**config.mk**
```make
export PLATFORM = sky130hd
export DESIGN_NAME = alu_result_drain
export DESIGN_NICKNAME = d
export VERILOG_FILES = /design/src/rtl/alu_result_drain_pkg.sv /design/src/rtl/alu_result_flag_gen.sv /design/src/rtl/alu_result_drain.sv
export SDC_FILE = /design/constraint.sdc
export NUM_CORES = 1
export LEC_CHECK = 0
export ABC_AREA = 1
export CAP_MARGIN = 25
export CORE_ASPECT_RATIO = 1.5
export CORE_UTILIZATION = 41
export CTS_BUF_LIST = sky130_fd_sc_hd__clkbuf_8 sky130_fd_sc_hd__clkbuf_16
export DETAILED_ROUTE_END_ITERATION = 8
export GPL_ROUTABILITY_DRIVEN = 0
export HOLD_SLACK_MARGIN = 0.06
export PLACE_DENSITY = 0.77
export SETUP_SLACK_MARGIN = 0.15
export SLEW_MARGIN = 15
export SYNTH_ARGS = -nofsm -noshare
export SYNTH_HDL_FRONTEND = slang
export SYNTH_SLANG_ARGS = --single-unit
```
**constraint.sdc**
```tcl
create_clock -name clock -period 1.85 [get_ports clock]
set_clock_uncertainty 0.15 [all_clocks]
set_input_delay 0.37 -clock clock [delete_from_list [all_inputs] [get_ports clock]]
set_output_delay 0.37 -clock clock [all_outputs]
set_load 0.01 [all_outputs]
```
**src/rtl/alu_result_drain_pkg.sv**
```systemverilog
// Shared ALU opcode set, drain destinations and drain state encoding.
// Used by the ALU, the control unit and the Z-register drain stage.
package alu_result_drain_pkg;

  localparam logic [4:0] OP_LD   = 5'b00000;
  localparam logic [4:0] OP_LDI  = 5'b00001;
  localparam logic [4:0] OP_ST   = 5'b00010;
  localparam logic [4:0] OP_ADD  = 5'b00011;
  localparam logic [4:0] OP_SUB  = 5'b00100;
  localparam logic [4:0] OP_SHR  = 5'b00101;
  localparam logic [4:0] OP_SHRA = 5'b00110;
  localparam logic [4:0] OP_SHL  = 5'b00111;
  localparam logic [4:0] OP_ROR  = 5'b01000;
  localparam logic [4:0] OP_ROL  = 5'b01001;
  localparam logic [4:0] OP_AND  = 5'b01010;
  localparam logic [4:0] OP_OR   = 5'b01011;
  localparam logic [4:0] OP_ADDI = 5'b01100;
  localparam logic [4:0] OP_ANDI = 5'b01101;
  localparam logic [4:0] OP_ORI  = 5'b01110;
  localparam logic [4:0] OP_MUL  = 5'b01111;
  localparam logic [4:0] OP_DIV  = 5'b10000;
  localparam logic [4:0] OP_NEG  = 5'b10001;
  localparam logic [4:0] OP_NOT  = 5'b10010;

  localparam logic [1:0] DEST_GPR = 2'b00;
  localparam logic [1:0] DEST_LO  = 2'b01;
  localparam logic [1:0] DEST_HI  = 2'b10;

  typedef enum logic [1:0] {
    ST_IDLE    = 2'b00,
    ST_SEND_LO = 2'b01,
    ST_SEND_HI = 2'b10
  } drain_state_e;

  function automatic logic is_two_word(
    input logic [4:0] op
  );
    return (op == OP_MUL) || (op == OP_DIV);
  endfunction

endpackage

```
**src/rtl/alu_result_flag_gen.sv**
```systemverilog
// Zero/negative detection on the captured ALU result.
// Width of the test follows single- vs two-word ops.
module alu_result_flag_gen #(
  parameter int DATA_WIDTH = 32
) (
  input  logic [2*DATA_WIDTH-1:0] result,
  input  logic                    two_word,
  output logic                    flag_zero,
  output logic                    flag_neg
);

  always_comb begin
    flag_zero = (result[DATA_WIDTH-1:0] == '0);
    flag_neg  = result[DATA_WIDTH-1];
    if (two_word) begin
      flag_zero = (result == '0);
      flag_neg  = result[2*DATA_WIDTH-1];
    end
  end

endmodule

```
**src/rtl/alu_result_drain.sv**
```systemverilog
// Z register stage: captures the ALU result, drains it as 1-2 words.
// Optional flag outputs under ALU_RESULT_FLAGS_EN.
module alu_result_drain
  import alu_result_drain_pkg::*;
#(
  parameter int DATA_WIDTH = 32
) (
  input  logic                    clock,
  input  logic                    clear,
  input  logic                    z_in,
  input  logic [4:0]              op,
  input  logic [2*DATA_WIDTH-1:0] result,
  output logic                    busy,
  output logic                    out_valid,
  input  logic                    out_ready,
  output logic [DATA_WIDTH-1:0]   out_data,
  output logic [1:0]              out_dest,
  output logic                    done,
`ifdef ALU_RESULT_FLAGS_EN
  output logic                    flag_zero,
  output logic                    flag_neg,
`endif
  output logic                    overrun
);

  drain_state_e state;
  drain_state_e state_d;

  // out_data already holds the low half of Z, so only the high half is kept.
  logic [DATA_WIDTH-1:0] z_hi;
  logic                  two_word;
  logic                  new_two;
  logic                  hs;
  logic                  last_hs;
  logic                  capture;
  logic                  load_hi;
  logic                  overrun_set;

  assign out_valid = (state != ST_IDLE);
  assign busy      = (state != ST_IDLE);

  always_ff @(posedge clock) begin
    if (clear) begin
      state <= ST_IDLE;
    end else begin
      state <= state_d;
    end
  end

  always_comb begin
    state_d = state;
    capture = 1'b0;
    load_hi = 1'b0;
    last_hs = 1'b0;
    hs      = out_valid && out_ready;
    new_two = is_two_word(op);
    unique case (state)
      ST_IDLE: begin
        if (z_in) begin
          capture = 1'b1;
          state_d = ST_SEND_LO;
        end
      end
      ST_SEND_LO: begin
        if (hs) begin
          if (two_word) begin
            load_hi = 1'b1;
            state_d = ST_SEND_HI;
          end else begin
            last_hs = 1'b1;
          end
        end
      end
      ST_SEND_HI: begin
        if (hs) begin
          last_hs = 1'b1;
        end
      end
      default: state_d = ST_IDLE;
    endcase
    // A new result may chain straight onto the final handshake.
    if (last_hs) begin
      capture = z_in;
      state_d = z_in ? ST_SEND_LO : ST_IDLE;
    end
    overrun_set = z_in && busy && !last_hs;
  end

  always_ff @(posedge clock) begin
    if (clear) begin
      z_hi     <= '0;
      two_word <= 1'b0;
      out_data <= '0;
      out_dest <= DEST_GPR;
      done     <= 1'b0;
      overrun  <= 1'b0;
    end else begin
      done <= last_hs;
      if (overrun_set) begin
        overrun <= 1'b1;
      end
      if (capture) begin
        z_hi     <= result[2*DATA_WIDTH-1:DATA_WIDTH];
        two_word <= new_two;
        out_data <= result[DATA_WIDTH-1:0];
        out_dest <= new_two ? DEST_LO : DEST_GPR;
      end else if (load_hi) begin
        out_data <= z_hi;
        out_dest <= DEST_HI;
      end
    end
  end

`ifdef ALU_RESULT_FLAGS_EN
  logic fz_d;
  logic fn_d;

  alu_result_flag_gen #(
    .DATA_WIDTH(DATA_WIDTH)
  ) u_flag_gen (
    .result   (result),
    .two_word (new_two),
    .flag_zero(fz_d),
    .flag_neg (fn_d)
  );

  always_ff @(posedge clock) begin
    if (clear) begin
      flag_zero <= 1'b0;
      flag_neg  <= 1'b0;
    end else if (capture) begin
      flag_zero <= fz_d;
      flag_neg  <= fn_d;
    end
  end
`endif

endmodule

```
# Word level (Yosys, flattened, before mapping)
# Index checks and enable logic that the tools add are counted.
classes:
  n_eq_ne: 8
  muxes: 21
  reduce_logical: 9
ops:
  columns: ["cell", "n"]
  rows:
  - ["$mux W32", 2]
  - ["$mux W2", 6]
  - ["$mux W1", 11]
  - ["$ne A3 B3 Y1 const B", 3]
  - ["$pmux W2 S3", 1]
  - ["$eq A5 B4 Y1 const B", 1]
  - ["$eq A5 B5 Y1 const B", 1]
  - ["$reduce_and A4 Y1", 1]
  - ["$reduce_bool A2 Y1", 2]
  - ["$logic_and A1 B1 Y1", 3]
  - ["$eq A2 B1 Y1 const B", 1]
  - ["$eq A2 B2 Y1 const B", 1]
  - ["$logic_not A2 Y1", 1]
  - ["$ne A2 B2 Y1 const B", 1]
  - ["$pmux W1 S2", 1]
  - ["$logic_not A1 Y1", 1]
  - ["$logic_or A1 B1 Y1", 1]
totals:
  register_bits: 71
  input_bits: 73
  output_inout_bits: 38
  word_cells: 45

# Longest topological paths before layout
# Gate-level depths: netlist of run 1.
logic_depth:
  ltp_word: 6
  ltp_mapped: 13
  depth_no_buf: 11

# Worst setup path after synthesis of run 1
# Ideal clock, no wire load.
synth_path:
  kind: "register to register"
  startpoint: "reg state[0]"
  endpoint: "reg out_data[18]"
  setup_time_ns: 0.057
  arrival_ns: 1.583
  slack_ns: 0.060
  path_stages_with_launch: 14
  synth_period_minus_slack_ns: 1.790
  cell_sequence: "dfxtp_1 inv_1 ha_1 inv_2 nand2_2 nor2_4 nand3_4 nand2_4 buf_6 buf_6 nand2_1 nand3_1 nand2_1 inv_1"
synth_between:
  elab_chain_cells: 6
synth_lines:
  columns: ["element", "line", "source"]
  rows:
  - ["start, declared", "alu_result_drain.sv:26", "drain_state_e state;"]
  - ["start signal, assigned", "alu_result_drain.sv:46", "state <= state_d;"]
  - ["$reduce_bool A2 Y1 (*)", null, null]
  - ["named net busy", "alu_result_drain.sv:13", "output logic busy,"]
  - ["$logic_and A1 B1 Y1 (*)", "alu_result_drain.sv:55", "hs = out_valid && out_ready;"]
  - ["$mux W1 (on tied branches)", "alu_result_drain.sv:75, alu_result_drain.sv:65", null]
  - ["$pmux W1 S2", "alu_result_drain.sv:57", "unique case (state)"]
  - ["$mux W1", "alu_result_drain.sv:82", "if (last_hs) begin"]
  - ["$mux W32 / $reduce_bool A2 Y1 (equally long branches)", null, null]
  - ["end signal, assigned", "alu_result_drain.sv:105", "out_data <= result[DATA_WIDTH-1:0];"]
  - ["end signal, assigned", "alu_result_drain.sv:108", "out_data <= z_hi;"]
  - ["end, declared", "alu_result_drain.sv:16", "output logic [DATA_WIDTH-1:0] out_data,"]
# Mark *: on every way through the listed nets, which the timed path passes. The rest lies on a longest branch.
# A chain may end at the register's enable or synchronous reset.

# Worst setup path in the final report of run 1
layout_path:
  startpoint: "reg state[1]"
  endpoint: "reg out_data[21]"
layout_between:
  elab_chain_cells: 6
layout_lines:
  columns: ["element", "line", "source"]
  rows:
  - ["$reduce_bool A2 Y1", "alu_result_drain.sv:39", "assign out_valid = (state != ST_IDLE);"]
  - ["$logic_and A1 B1 Y1", "alu_result_drain.sv:55", null]
  - ["$mux W1 (on tied branches)", "alu_result_drain.sv:75, alu_result_drain.sv:65", null]
  - ["$pmux W1 S2", "alu_result_drain.sv:57", null]
  - ["$mux W1", "alu_result_drain.sv:82", null]
  - ["$mux W32 / $reduce_bool A2 Y1 (equally long branches)", null, null]
# Several ways; a longest one is shown, not always the timed one.

==> summary.md, run 1 <==
| Metric | Value |
|---|---|
| Placement Cell Area | `between 0.004 and 0.005 mm²` |
| Critical Path, Cell by Cell | `buf_4 > ha_2 > inv_2 > nand2_2 > nand3_4 > nand2_8 > nor2_4 > clkbuf_16 > nand2_1 > nand2_1 > nor2_1` |
| Cell mode on critical path | `nand2_1` |
| Die Y | `roughly 110 µm` |
| Drt total wl | `approximately 10 mm` |
| CP max FO | `7` |
| Arrival time worst endpoint | `1.98 ns` |
| CP max-delay cell | `dfxtp_2` |
| Drt pass-1 iters | `4` |
| Failing checks | `setup timing` |
| Vias | `3524` |
| Pint | `around 4.8 mW` |
| CTS Hold Bufs | `0` |
| Die ar. | `0.008137 mm²` |
| Peak Freq | `~0.52 GHz` |
| Power Dens Cells | `roughly 1400 mW/mm²` |
| Vias in the first global route | `approximately 3400` |
| TritonCTS buffer count | `9` |
| GRT met1 Usage | `roughly a quarter` |
| Post-DP HPWL | `approximately 6 mm` |
| Placeable core region | `~0.0076 mm²` |
| Post-route clock period utilization | `103.5%` |
| Mean Syn Cell Area | `between 6 and 7 µm²` |
| Syn Inst Count | `456` |
| Post-route DRC | `0` |
| Iteration-0 DRC Markers | `190` |
| Unique masters post-synth | `22` |
| Critical path startpoint | `state[1]` |
| Status | `complete, but fails checks` |
| Post-layout util | `just under 70%` |
| Num ports | `111` |
| Max incr delay on CP | `about 0.33 ns` |
| Area delta synth->final | `64.90%` |
| Grt met3 use | `just under 3%` |
| Slew Viols, Final | `0` |
| WS Path Type | `reg2reg` |
| Maxcap violations | `0` |
| Met2 usage | `a little over two fifths` |
| Synth Warn # | `0` |
| Yosys reg bits | `between 70 and 80` |
| Routed wire length per instance | `~15 µm` |
| Routed Antenna Nets | `0` |
| Psw | `between 2 and 3 mW` |
| Reg-to-reg startpoint | `state[1]` |
| CP Launch Type | `register` |
| # rows | `39` |
| Starting density of the core | `42.13%` |
| Largest net degree at the start of global routing | `36` |
| Inserted Diodes | `0` |
| Final hold vios | `0` |
| Required time of the critical path | `about 1.9 ns` |
| Hold WC Path Type | `reg2reg` |
| NumNets Final | `between 600 and 700` |
| Initial antenna violation count | `0` |
| Clk pwr share | `26.5%` |
| Slew @ Worst Pin | `between 0.3 and 0.4 ns` |
| CTS tree | `yes` |
| Clock transition at path regs | `around 0.06 ns` |
| H-tree Lvls | `3` |
| First-pass GRT wire length | `around 14 mm` |
| # port buffers | `110` |
| Post-Syn Nets | `between 500 and 600` |
| Clock Tree Buf Depth | `2` |
| Hold Startpoint | `z_hi[5]` |
| Share of cells above drive strength 1 | `about a fifth` |
| Final setup fails | `7` |
| Setup ws final | `-0.06405 ns` |
| Grt total ovfl | `0` |
| Min cycle time layout | `1.914 ns` |
| Sw frac | `36.24%` |
| Worst-Skew Late Latency | `about 0.32 ns` |
| Post-route cell area | `roughly 0.0053 mm²` |
| Chip width | `roughly 74 µm` |
| Root Driver | `clkbuf_16` |
| CTS sink cnt | `between 70 and 80` |
| Worst slew margin | `75.69%` |
| Kind of end point of the critical path | `register` |
| Top Usage Layer GRT | `met2` |
| RSZ-0062 raised after global routing | `true` |
| Sequential power share | `about a quarter` |
| Worst Hold Slack | `0.3195 ns` |
| GRT Overall Usage | `22.74%` |
| Post-synthesis sequential area ratio | `~45%` |
| Syn Std Cell Area | `~0.0032 mm²` |
| Vias per cell | `around 5` |
| Combinational power share | `between 40% and 50%` |
| P_leak | `roughly 2.5 nW` |
| Maximum vdd drop | `approximately 900 µV` |
-- critical path: cells and delay by family, from the launching register on --
| kind | cells | cell delay, ns |
|---|---|---|
| adders and majority gates | 1 | 0.16 |
| buffers and inverters | 3 | 0.39 |
| and+or+nand+nor | 7 | 0.76 |
| DFF | 1 | 0.33 |
-- path summary, 6_finish.rpt --
check,slack (ns),cells past startpoint,to
setup / recovery,-0.06,11,out_data[21]
hold / removal,0.32,2,z_hi[5]
hold reg to reg,0.32,2,z_hi[5]
setup reg to reg,-0.06,11,out_data[21]
-- cell usage in the layout, fill, tap and decap left out, types with 2 or more instances in the layout --
| cell | count |
|---|---|
| a21oi_1 | 19 |
| a21oi_2 | 14 |
| buf_12 | 4 |
| buf_4 | 19 |
| buf_6 | 10 |
| bufinv_16 | 3 |
| clkbuf_16 | 11 |
| clkdlybuf4s50_1 | 73 |
| dfxtp_1 | 69 |
| dfxtp_2 | 2 |
| dlygate4sd2_1 | 32 |
| dlymetal6s2s_1 | 3 |
| ha_2 | 2 |
| inv_1 | 35 |
| inv_2 | 5 |
| inv_6 | 2 |
| nand2_1 | 126 |
| nand2_2 | 12 |
| nand2_4 | 12 |
| nand2_8 | 2 |
| nand3_1 | 30 |
| nand3_2 | 5 |
| nand4_1 | 38 |
| nor2_1 | 30 |
| nor2_2 | 7 |
| nor2_4 | 3 |
| o21ai_0 | 3 |
| o21ai_2 | 3 |
-- power by group through the flow --
stage               Clock [mW]  Sequential (mW)  Combinational, mW
floorplan                    0             2.10               1.68
global placement             0             2.04               2.59
detailed placement           0             2.05               2.66
CTS                       2.04             2.01               2.80
global route              2.11             2.05               3.89
finish                    2.02             2.02               3.56
-- flip-flops by register name, indices dropped and copies added, names as in the netlist --
register / count
two_word: 1
done: 1
z_hi: 32
overrun: 1
out_data: 32
out_dest: 2
state: 2
-- cell usage after synthesis, drive strengths merged --
library cell	instances	area share, %
dfxtp	71	45
clkinv	1	0.12
nand2	152	18
clkbuf	15	1.8
a31oi	1	0.20
nand3	36	6.0
or2	1	0.20
nand4	38	7.5
ha	3	1.2
nor2	40	5.2
buf	17	4.0
o21ai	6	0.94
a21oi	33	5.2
inv	42	4.9
-- final cells by class --
cell class              count  area [µm²]
well taps                 102       127.6
flip-flops and latches     71        1424
multi-input cells         310        1695
clock inverters             6       115.1
repair buffers            144        1461
fillers                   609        2308
clock buffers              10       239.0
inverters                  43       192.7
-- kinds of logic after synthesis --
logic type               share of synthesized area [%]
AND/OR/NAND/NOR                                  37.10
adder cells (fa/ha/maj)                          1.178
AO/OA/AOI/OAI                                    6.321
flip-flops                                       44.60
buffers and inverters                            10.80
-- through the flow --
step	power, mW	setup WS (ns)	instances	TNS, ns
floorplan	3.779	0.1562	456	0
global placement	4.630	-0.1622	656	-7.855
detailed placement	4.706	-0.2351	656	-11.84
CTS	6.848	0.07269	678	0
global route	8.043	-0.1401	686	-1.108
finish	7.603	-0.06405	686	-0.08955
-- repair_timing --
action,CTS,global route
resized for setup,55,81
endpoints found under the setup margin,102,73
pin swaps,1,12
gates cloned,1,3
buffers inserted,5,5
-- routing by layer --
layer | up-vias | share of wire [%]
li1 | 1711 | -
met1 | 1640 | 35
met2 | 141 | 56
met3 | 32 | 5.0
met4 | 0 | 3.7
met5 | - | 0
(Power assumes the default switching activity.)
==> run 2, diff against run 1 <==
--- a/config.mk
+++ b/config.mk
@@ -12,6 +12,7 @@
 export CTS_BUF_LIST = sky130_fd_sc_hd__clkbuf_8 sky130_fd_sc_hd__clkbuf_16
 export DETAILED_ROUTE_END_ITERATION = 8
 export GPL_ROUTABILITY_DRIVEN = 0
+export GPL_TIMING_DRIVEN = 0
 export HOLD_SLACK_MARGIN = 0.06
 export PLACE_DENSITY = 0.77
 export SETUP_SLACK_MARGIN = 0.15
==> run 2 against run 1 <==
Net effect:
- the flow still finishes with violations (setup timing)
- critical path depth rose by 1
- non-clock buffer count rose by 17
- flip-flop and latch count did not move
- via count rose by 0.62%
- fmax rose by 1.6%
==> summary.md, run 2 (synthesized netlist as in run 1, its figures left out) <==
| Metric | Value |
|---|---|
| Grt total ovfl | `0` |
| Largest registers | `out_data: 32 flops, z_hi: 32 flops` |
| Vias per cell | `5.044` |
| Kind of end point of the critical path | `register` |
| Min cycle time layout | `about 1.9 ns` |
| Hold WC Path Type | `reg2reg` |
| Num ports | `111` |
| RSZ-0062 raised after global routing | `true` |
| Die Y | `about 110 µm` |
| # port buffers | `around 110` |
| Routed Antenna Nets | `0` |
| H-tree Lvls | `3` |
| FF-to-FF End | `out_data[16]` |
| Final hold vios | `0` |
| Power Dens Cells | `~1400 mW/mm²` |
| Reg-to-reg startpoint | `state[0]` |
| WS Path Type | `reg2reg` |
| Status | `complete, but fails checks` |
| Total power | `about 7.5 mW` |
| Largest net degree at the start of global routing | `12` |
| Clock Tree Buf Depth | `2` |
| Slew Viols, Final | `0` |
| Post-route DRC | `0` |
| Initial antenna violation count | `0` |
| Vias in the first global route | `approximately 3300` |
| Die ar. | `0.008137 mm²` |
| First-pass GRT wire length | `15.10 mm` |
| Share of cells above drive strength 1 | `between 20% and 30%` |
| Routed wire length per instance | `roughly 15 µm` |
| CP Launch Type | `register` |
| Drt pass-1 iters | `4` |
| Most frequent cells in the layout | `nand2_1, clkdlybuf4s50_1, dfxtp_1` |
| Vias | `~3500` |
| Chip width | `between 70 and 80 µm` |
| Starting density of the core | `a little over two fifths` |
| Min-Delay Endpoint | `z_hi[18]` |
| Maxcap violations | `0` |
| Setup ws final | `-0.03483 ns` |
| Worst slew margin | `51.32%` |
| Clock transition at path regs | `about 0.050 ns` |
| Hold Startpoint | `z_hi[18]` |
| Slew @ Worst Pin | `roughly 0.73 ns` |
| Worst reg-to-reg path cell count | `12` |
| P_leak | `roughly 2.6 nW` |
| CP max FO | `10` |
| Post-DP HPWL | `slightly below 7 mm` |
| Maximum vdd drop | `roughly 760 µV` |
| Inserted Diodes | `0` |
| Final setup fails | `37` |
| CTS tree | `yes` |
| Required time of the critical path | `between 1.5 and 2 ns` |
| Hold depth | `2` |
| Failing checks | `setup timing` |
| Non-filler cells, final | `roughly 700` |
| Drt total wl | `approximately 11 mm` |
| Area delta synth->final | `69.49%` |
| CTS sink cnt | `around 70` |
| Worst-Skew Late Latency | `between 0.3 and 0.4 ns` |
| Arrival time worst endpoint | `a little under 2 ns` |
| # rows | `39` |
| Most common cell after layout, fill and taps aside | `nand2_1` |
| GRT Overall Usage | `between 20% and 30%` |
| Peak Freq | `~0.53 GHz` |
| Reg-to-reg setup timing slack | `-0.03 ns` |
| NumNets Final | `between 600 and 700` |
| Iteration-0 DRC Markers | `roughly 210` |
| Placeable core region | `about 0.0076 mm²` |
| TritonCTS buffer count | `9` |
| Placed cell count | `667` |
| Post-route clock period utilization | `101.9%` |
| Root Driver | `clkbuf_16` |
## run 2: cell types whose count changed in the layout (fill, tap and decap cells not counted), moves of 5 or more
cell      before  now
nand3_1       30    9
nand3_2        5   25
buf_8          0    8
clkbuf_1       0    5
nand2_2       12   29
clkbuf_2       0    6
nand2_1      126  108
## run 2: how the worst max path moves through the flow
stage | end | depth (start not counted) | from
2_1_floorplan | out_data[18] | 13 | state[1]
3_3_place_gp | out_data[3] | 9 | out_ready
3_5_place_dp | out_data[28] | 8 | out_ready
4_1_cts | out_data[28] | 7 | z_in
5_1_grt | z_hi[12] | 11 | state[0]
6_report | out_data[16] | 12 | state[0]
## run 2: metal layers
layer | GRT usage (%) | up-vias | share of wire (%)
li1 | - | 1742 | -
met1 | 26.10 | 1663 | 37
met2 | 45.58 | 122 | 56
met3 | 5.000 | 19 | 4.9
met4 | 11.13 | 0 | 2.2
met5 | 0 | - | 0
## run 2: cell type report
class	count	area (µm²)
sequential	71	1424
timing repair buffer	129	1304
clock buffer	9	225.2
fill	595	2162
inverter	43	166.4
buffer	32	269.0
multi-input combinational	310	1852
clock inverter	7	33.78
tap	102	127.6
## run 2: critical path, cell delays in order (launching register included)
cell and delay [ns]:
dfxtp_2 0.34, inv_2 0.05, ha_4 0.17, inv_6 0.07
nand2_4 0.06, nor2_4 0.15, nand3_4 0.15, nand2_8 0.15
nor2_4 0.06, buf_12 0.13, buf_12 0.14, nor2_2 0.10
nor2_1 0.04
## run 2: report_power, final
group,total [mW],leakage [nW],internal (mW),switching [mW]
logic,3.95,1.89,1.85,2.10
registers,2.02,0.583,1.86,0.155
clock network,1.50,0.139,0.883,0.615
## run 2: repair_timing
action                                  in CTS  in global routing
gates resized for setup                     78                132
hold buffers                                 0                  0
cloned                                       2                  3
endpoints found under the setup margin     106                 70
setup buffers                               12                  3
pin swaps                                    8                 28
## run 2: metrics by stage
step           instance area, µm²  setup slack [ns]  TNS (ns)  hold WS [ns]  utilization (%)
5_1_grt                      5401           -0.1315    -6.200        0.3223            71.41
3_3_place_gp                 4431           -0.3656    -19.19        0.2987            58.58
4_1_cts                      4861           0.01364         0        0.3052            64.27
3_5_place_dp                 4431           -0.4296    -20.81        0.3032            58.58
6_report                     5401          -0.03483   -0.5942        0.3108            71.41
2_1_floorplan                3212            0.1562         0        0.2901                -
==> run 3, diff against run 2 <==
--- a/config.mk
+++ b/config.mk
@@ -8,13 +8,13 @@
 export ABC_AREA = 1
 export CAP_MARGIN = 25
 export CORE_ASPECT_RATIO = 1.5
-export CORE_UTILIZATION = 41
+export CORE_UTILIZATION = 30
 export CTS_BUF_LIST = sky130_fd_sc_hd__clkbuf_8 sky130_fd_sc_hd__clkbuf_16
 export DETAILED_ROUTE_END_ITERATION = 8
 export GPL_ROUTABILITY_DRIVEN = 0
 export GPL_TIMING_DRIVEN = 0
 export HOLD_SLACK_MARGIN = 0.06
-export PLACE_DENSITY = 0.77
+export PLACE_DENSITY = 0.59
 export SETUP_SLACK_MARGIN = 0.15
 export SLEW_MARGIN = 15
 export SYNTH_ARGS = -nofsm -noshare
==> run 3 against run 2 <==
Net effect:
- largest power group unchanged
- sequential share of layout area fell by 0.97 points
- total power rose by 3.0%
- critical path depth did not move
- largest cell class unchanged
- die area rose by 36%
- the run still ends with setup timing left
- count of clock-buffer cells in the layout rose by 2
- via count fell by 1.1%
- fmax fell by 1.8%
- critical endpoint is now out_data[22]
==> summary.md, run 3 (synthesized netlist as in run 1, its figures left out) <==
| Metric | Value |
|---|---|
| Hold WC Path Type | `reg2reg` |
| Most frequent cells in the layout | `nand2_1, clkdlybuf4s50_1, dfxtp_1` |
| WS Path Type | `reg2reg` |
| Starting density of the core | `between 30% and 40%` |
| Slew @ Worst Pin | `0.7322 ns` |
| Most common cell after layout, fill and taps aside | `nand2_1` |
| Initial antenna violation count | `0` |
| Min cycle time layout | `around 1.9 ns` |
| Maximum vdd drop | `around 750 µV` |
| Largest registers | `out_data: 32 flops, z_hi: 32 flops` |
| Routed wire length per instance | `14.65 µm` |
| Worst slew margin | `about 51%` |
| TritonCTS buffer count | `9` |
| GRT Overall Usage | `19.09%` |
| Maxcap violations | `0` |
| Grt total ovfl | `0` |
| FF-to-FF End | `out_data[22]` |
| Post-layout util | `between 50% and 60%` |
| Die Y | `roughly 130 µm` |
| Chip width | `between 80 and 90 µm` |
| RSZ-0062 raised after global routing | `true` |
| Slew Viols, Final | `0` |
| Placeable core region | `just over 0.01 mm²` |
| Vias in the first global route | `between 3000 and 4000` |
| Hold depth | `2` |
| NumNets Final | `about 680` |
| Min-Delay Endpoint | `z_hi[28]` |
| Failing checks | `setup timing` |
| Final hold vios | `0` |
| Share of cells above drive strength 1 | `between 20% and 30%` |
| Inserted Diodes | `0` |
| Routed Antenna Nets | `0` |
| Root Driver | `clkbuf_16` |
| Clock Tree Buf Depth | `2` |
| CP Launch Type | `register` |
| Clock transition at path regs | `0.05 ns` |
| Setup ws final | `-0.06846 ns` |
| Num ports | `111` |
| Area delta synth->final | `76.29%` |
| Worst reg-to-reg path cell count | `12` |
| Vias | `roughly 3500` |
| Peak Freq | `around 0.52 GHz` |
| Setup TNS | `-0.4994 ns` |
| FILL cells | `between 1000 and 1500` |
| Reg-to-reg setup timing slack | `-0.07 ns` |
| Non-filler cells, final | `745` |
| Post-route clock period utilization | `103.7%` |
| Status | `complete, but fails checks` |
| H-tree Lvls | `3` |
| Vias per cell | `~4.7` |
| Worst-Skew Late Latency | `0.34 ns` |
| Placement Cell Area | `about 0.0045 mm²` |
| Drt total wl | `10.92 mm` |
| Final setup fails | `28` |
| Drt pass-1 iters | `4` |
| Iteration-0 DRC Markers | `between 150 and 200` |
| Reg-to-reg startpoint | `state[0]` |
| Kind of end point of the critical path | `register` |
| CTS sink cnt | `between 70 and 80` |
| Hold Startpoint | `z_hi[28]` |
| Power Dens Cells | `around 1400 mW/mm²` |
| CP max FO | `10` |
| First-pass GRT wire length | `about 16 mm` |
| # rows | `45` |
| Post-route cell area | `~0.0056 mm²` |
| Post-route DRC | `0` |
| Placed cell count | `a little over 700` |
| Arrival time worst endpoint | `between 1.5 and 2 ns` |
| Required time of the critical path | `roughly 1.9 ns` |
| CTS tree | `yes` |
| Post-DP HPWL | `about 7.3 mm` |
| Largest net degree at the start of global routing | `12` |
| # port buffers | `109` |
| Die ar. | `0.01105 mm²` |
| P_leak | `approximately 2.7 nW` |
run 3: cell types whose count changed in the layout (fill, tap and decap cells not counted), moves of 4 or more:
cell,previous run,this run
nand2_1,108,104
a21oi_1,21,12
nand3_1,9,19
nand2_2,29,21
a21oi_2,12,21
inv_2,9,1
buf_6,6,12
nand3_2,25,16
nand2_4,14,27
buf_8,8,4
run 3: worst max-delay path, stage by stage, from the launching register on:
cell and delay (ns):
dfxtp_4 0.38, inv_4 0.04, ha_4 0.16, clkinv_4 0.06, nand2_4 0.06, nor2_4 0.14, nand3_4 0.13, nand2_4 0.14
buf_6 0.14, nor2_4 0.05, buf_6 0.15, nor2_1 0.13, nor2_1 0.06
run 3: timing repair:
| item | in CTS | in global routing |
|---|---|---|
| hold buffers | 0 | 0 |
| resized for setup | 144 | 82 |
| cloned | 3 | 6 |
| pin swaps | 17 | 30 |
| setup endpoints to repair | 106 | 71 |
| buffers inserted | 12 | 3 |
run 3: worst max-delay path by stage:
stage               startpoint      endpoint  slack, ns  cells after the start
finish                state[0]  out_data[22]      -0.07                     12
floorplan             state[1]  out_data[18]       0.16                     13
global route          state[0]  out_data[29]      -0.16                     13
CTS                   state[0]   out_data[3]   -0.00002                     13
global placement     out_ready   out_data[3]      -0.43                      9
detailed placement   out_ready  out_data[28]      -0.47                      8
run 3: report_power, final:
group	internal [mW]	total [mW]	switching, mW	leakage [nW]
Sequential	1.87	2.03	0.169	0.584
Combinational	1.97	4.07	2.10	2.01
Clock	0.964	1.59	0.622	0.146
run 3: layout make-up:
type | instances | area (µm²) | share of cell area (%)
buffer | 31 | 296.5 | 5.278
clock buffer | 11 | 252.7 | 4.499
multi-input combinational | 310 | 1878 | 33.43
sequential | 71 | 1426 | 25.39
timing repair buffer | 133 | 1385 | 24.65
inverter | 43 | 178.9 | 3.185
tap | 141 | 176.4 | 3.140
clock inverter | 5 | 23.77 | 0.4232
run 3: metrics by stage:
step,total power [mW],hold slack (ns),worst slack [ns]
after floorplan,3.779,0.2901,0.1562
after global placement,4.732,0.3002,-0.4272
after detailed placement,4.785,0.3044,-0.4719
after CTS,7.001,0.3041,-0.00001599
after global routing,8.163,0.3293,-0.1625
final,7.692,0.3142,-0.06846
run 3: per-layer routing:
layer	part of all wire [%]	track usage (%)	vias to the layer above
li1	-	-	1754
met4	2.2	6.863	0
met5	0	0	-
met2	54	36.27	113
met3	4.3	4.507	19
met1	39	20.01	1622
==> patch (settings of run 3) <==
Change the parameter `DATA_WIDTH` from 32 to 64.
--- a/src/rtl/alu_result_drain.sv
+++ b/src/rtl/alu_result_drain.sv
@@ -5,3 +5,3 @@
 #(
-  parameter int DATA_WIDTH = 32
+  parameter int DATA_WIDTH = 64
 ) (
Ports: changed (resized out_data and result); port bits go from 111 to 207. The function was not compared with the original's and may differ.
==> patch against run 3 <==
- combinational power rose by 59%
- total power rose by 77%
- sequential power rose by 87%
- worst setup slack got worse by 0.042 ns
- sequential cell count rose by 64
- the run still ends with negative setup slack left
- critical path depth rose by 1
- synthesized area rose by 87%
- cell area rose by 82%
- highest routed layer unchanged
- core utilization fell by 1.8 points
- first-iteration DRC count rose to 2.6 times the old value
- final cell count rose by 83%
- largest power group unchanged
- wire length rose by 100%
==> patch: results (changes against run 3) <==
<table>
<tr><th>Metric</th><th>Value</th></tr>
<tr><th colspan="2">Placement</th></tr>
<tr><td>Placed wire-length estimate</td><td>15500 um (+110%)</td></tr>
<tr><td>Port-buffer cells</td><td>205 (+88%)</td></tr>
<tr><td>Cell area after placement</td><td>8360 um^2 (+87%)</td></tr>
<tr><th colspan="2">STA</th></tr>
<tr><td>Post-route worst setup slack</td><td>-0.111 ns (-0.0421 ns)</td></tr>
<tr><td>Measured slew at the worst slew-check pin</td><td>0.774 ns (+0.0418 ns)</td></tr>
<tr><td>Number of setup violations in the final report</td><td>131 (+370%)</td></tr>
<tr><th colspan="2">Worst setup path</th></tr>
<tr><td>Maximum cell stage delay along the critical path</td><td>0.35 ns (-0.03 ns)</td></tr>
<tr><td>Worst path arrival time</td><td>2.17 ns (+0.18 ns)</td></tr>
<tr><td>Maximum fanout encountered on the critical timing path</td><td>6 (-4)</td></tr>
<tr><th colspan="2">Synth</th></tr>
<tr><td>Most common library cells after synthesis</td><td>nand2_1 (292), dfxtp_1 (135), nand4_1 (89)</td></tr>
<tr><td>Post-Synthesis Mean Instance Area</td><td>6.99 um^2 (about the same)</td></tr>
<tr><td>Net count after synthesis</td><td>992 (+86%)</td></tr>
<tr><td>Post-synthesis adder-cell area fraction</td><td>0.00630 (-0.00547)</td></tr>
<tr><td>Sequential cell area fraction in the yosys report</td><td>0.454 (+0.00786)</td></tr>
<tr><td>Most area-consuming cells after synthesis</td><td>dfxtp_1 (45%), nand2_1 (18%), nand4_1 (9.4%)</td></tr>
<tr><th colspan="2">Layout</th></tr>
<tr><td>Net count of the finished layout</td><td>1234 (+83%)</td></tr>
<tr><td>Largest regs</td><td>out_data x64, z_hi x64</td></tr>
<tr><td>Share of layout cells above drive strength 1</td><td>0.237 (-0.0464)</td></tr>
<tr><th colspan="2">Drt</th></tr>
<tr><td>Overall routed net length</td><td>22200 um (+100%)</td></tr>
<tr><td>Violation count after the first detailed-route iteration</td><td>405 (+160%)</td></tr>
<tr><td>Overall via count from detail_route</td><td>6549 (+87%)</td></tr>
<tr><td>Pre-Repair DR Iteration Count</td><td>5 (+1)</td></tr>
<tr><td>Post-detailed-route via-to-cell ratio</td><td>4.79 (+1.8%)</td></tr>
<tr><th colspan="2">Status</th></tr>
<tr><td>Failing checks</td><td>negative setup slack</td></tr>
<tr><td>Status</td><td>finished, violations left</td></tr>
<tr><th colspan="2">Clock network</th></tr>
<tr><td>Number of buffers created by CTS</td><td>17 (+8)</td></tr>
<tr><td>Clk_lat worst skew</td><td>0.42 ns (+0.08 ns)</td></tr>
<tr><th colspan="2">Global routing</th></tr>
<tr><td>Largest net degree at the start of global routing</td><td>17 (+5)</td></tr>
<tr><td>Global-route usage over all layers</td><td>0.212 (+0.0212)</td></tr>
<tr><td>First-pass GRT wire length</td><td>32200 um (+100%)</td></tr>
<tr><td>Number of antenna violations at the first check in global routing</td><td>2 (+2)</td></tr>
<tr><th colspan="2">Power</th></tr>
<tr><td>Peak supply drop</td><td>561 uV (-25%)</td></tr>
<tr><td>Leak Pwr</td><td>5.21 nW (+90%)</td></tr>
</table>
==> patch: changes by cell type after synthesis, moves of 2 or more <==
cell,change
buf_2,+12
nor2_4,-2
dfxtp_1,+64
inv_1,+32
buf_1,+3
a21oi_1,+32
o21ai_1,+2
nand4_1,+51
o21ai_0,-2
nor2_1,+13
nand3_1,+26
buf_6,+6
clkbuf_1,+17
nand2_1,+142
==> patch: repair_timing <==
action / CTS / global route
pin swaps: 21 / 39
hold buffers: 0 / 0
cloned: 2 / 7
buffers inserted: 6 / 3
endpoints found under the setup margin: 202 / 150
resized for setup: 163 / 202
==> patch: area by class of cell <==
cell class                      instances  area, um^2
Antenna cell                            3        7.51
Buffer                                 69         629
Clock buffer                           17         425
Clock inverter                         15         154
Fill cell                            1839        9070
Inverter                               74         293
Multi-Input combinational cell        574        3380
Sequential cell                       135        2710
Tap cell                              256         320
Timing Repair Buffer                  223        2330
==> patch: logic make-up (layout without fill, tap and decap cells) <==
logic type      count (synthesis)  in the layout
flops                         135            135
other cells                     0              3
fa+ha+maj                       3              3
compound gates                 72             72
buf+inv                       143            398
simple gates                  499            499
==> patch: per-stage QoR <==
| step | setup WS, ns | TNS, ns |
|---|---|---|
| 2_1_floorplan | 0.129 | 0 |
| 3_3_place_gp | -0.615 | -61.75 |
| 3_5_place_dp | -0.631 | -63.73 |
| 4_1_cts | -0.0700 | -3.20 |
| 5_1_grt | -0.193 | -19.75 |
| 6_report | -0.111 | -8.28 |
==> patch: critical path, delay by kind of cell, from the launching register on <==
family | cells | cell delay [ns]
fa+ha+maj | 1 | 0.17
flops | 1 | 0.35
simple gates | 7 | 0.71
buf+inv | 5 | 0.50
==> patch: layer usage <==
metal	routed length (um)	track usage	up-vias
li1	-	-	3265
met1	8890	0.251	3051
met2	11700	0.367	201
met3	1030	0.0394	32
met4	570	0.0902	0
met5	0	0	-
==> patch: final timing paths <==
check	startpoint	to	slack (ns)	cells past startpoint
worst max-delay path	state[0]	out_data[61]	-0.11	13
worst min register to register	z_hi[7]	z_hi[7]	0.31	2
worst max register to register	state[0]	out_data[61]	-0.11	13
worst min-delay path	z_hi[7]	z_hi[7]	0.31	2
==> patch: power by group <==
| group | internal, mW | leakage, nW | switching (mW) |
|---|---|---|---|
| logic | 2.96 | 3.82 | 3.52 |
| registers | 3.51 | 1.11 | 0.288 |
| clock network | 1.99 | 0.281 | 1.34 |
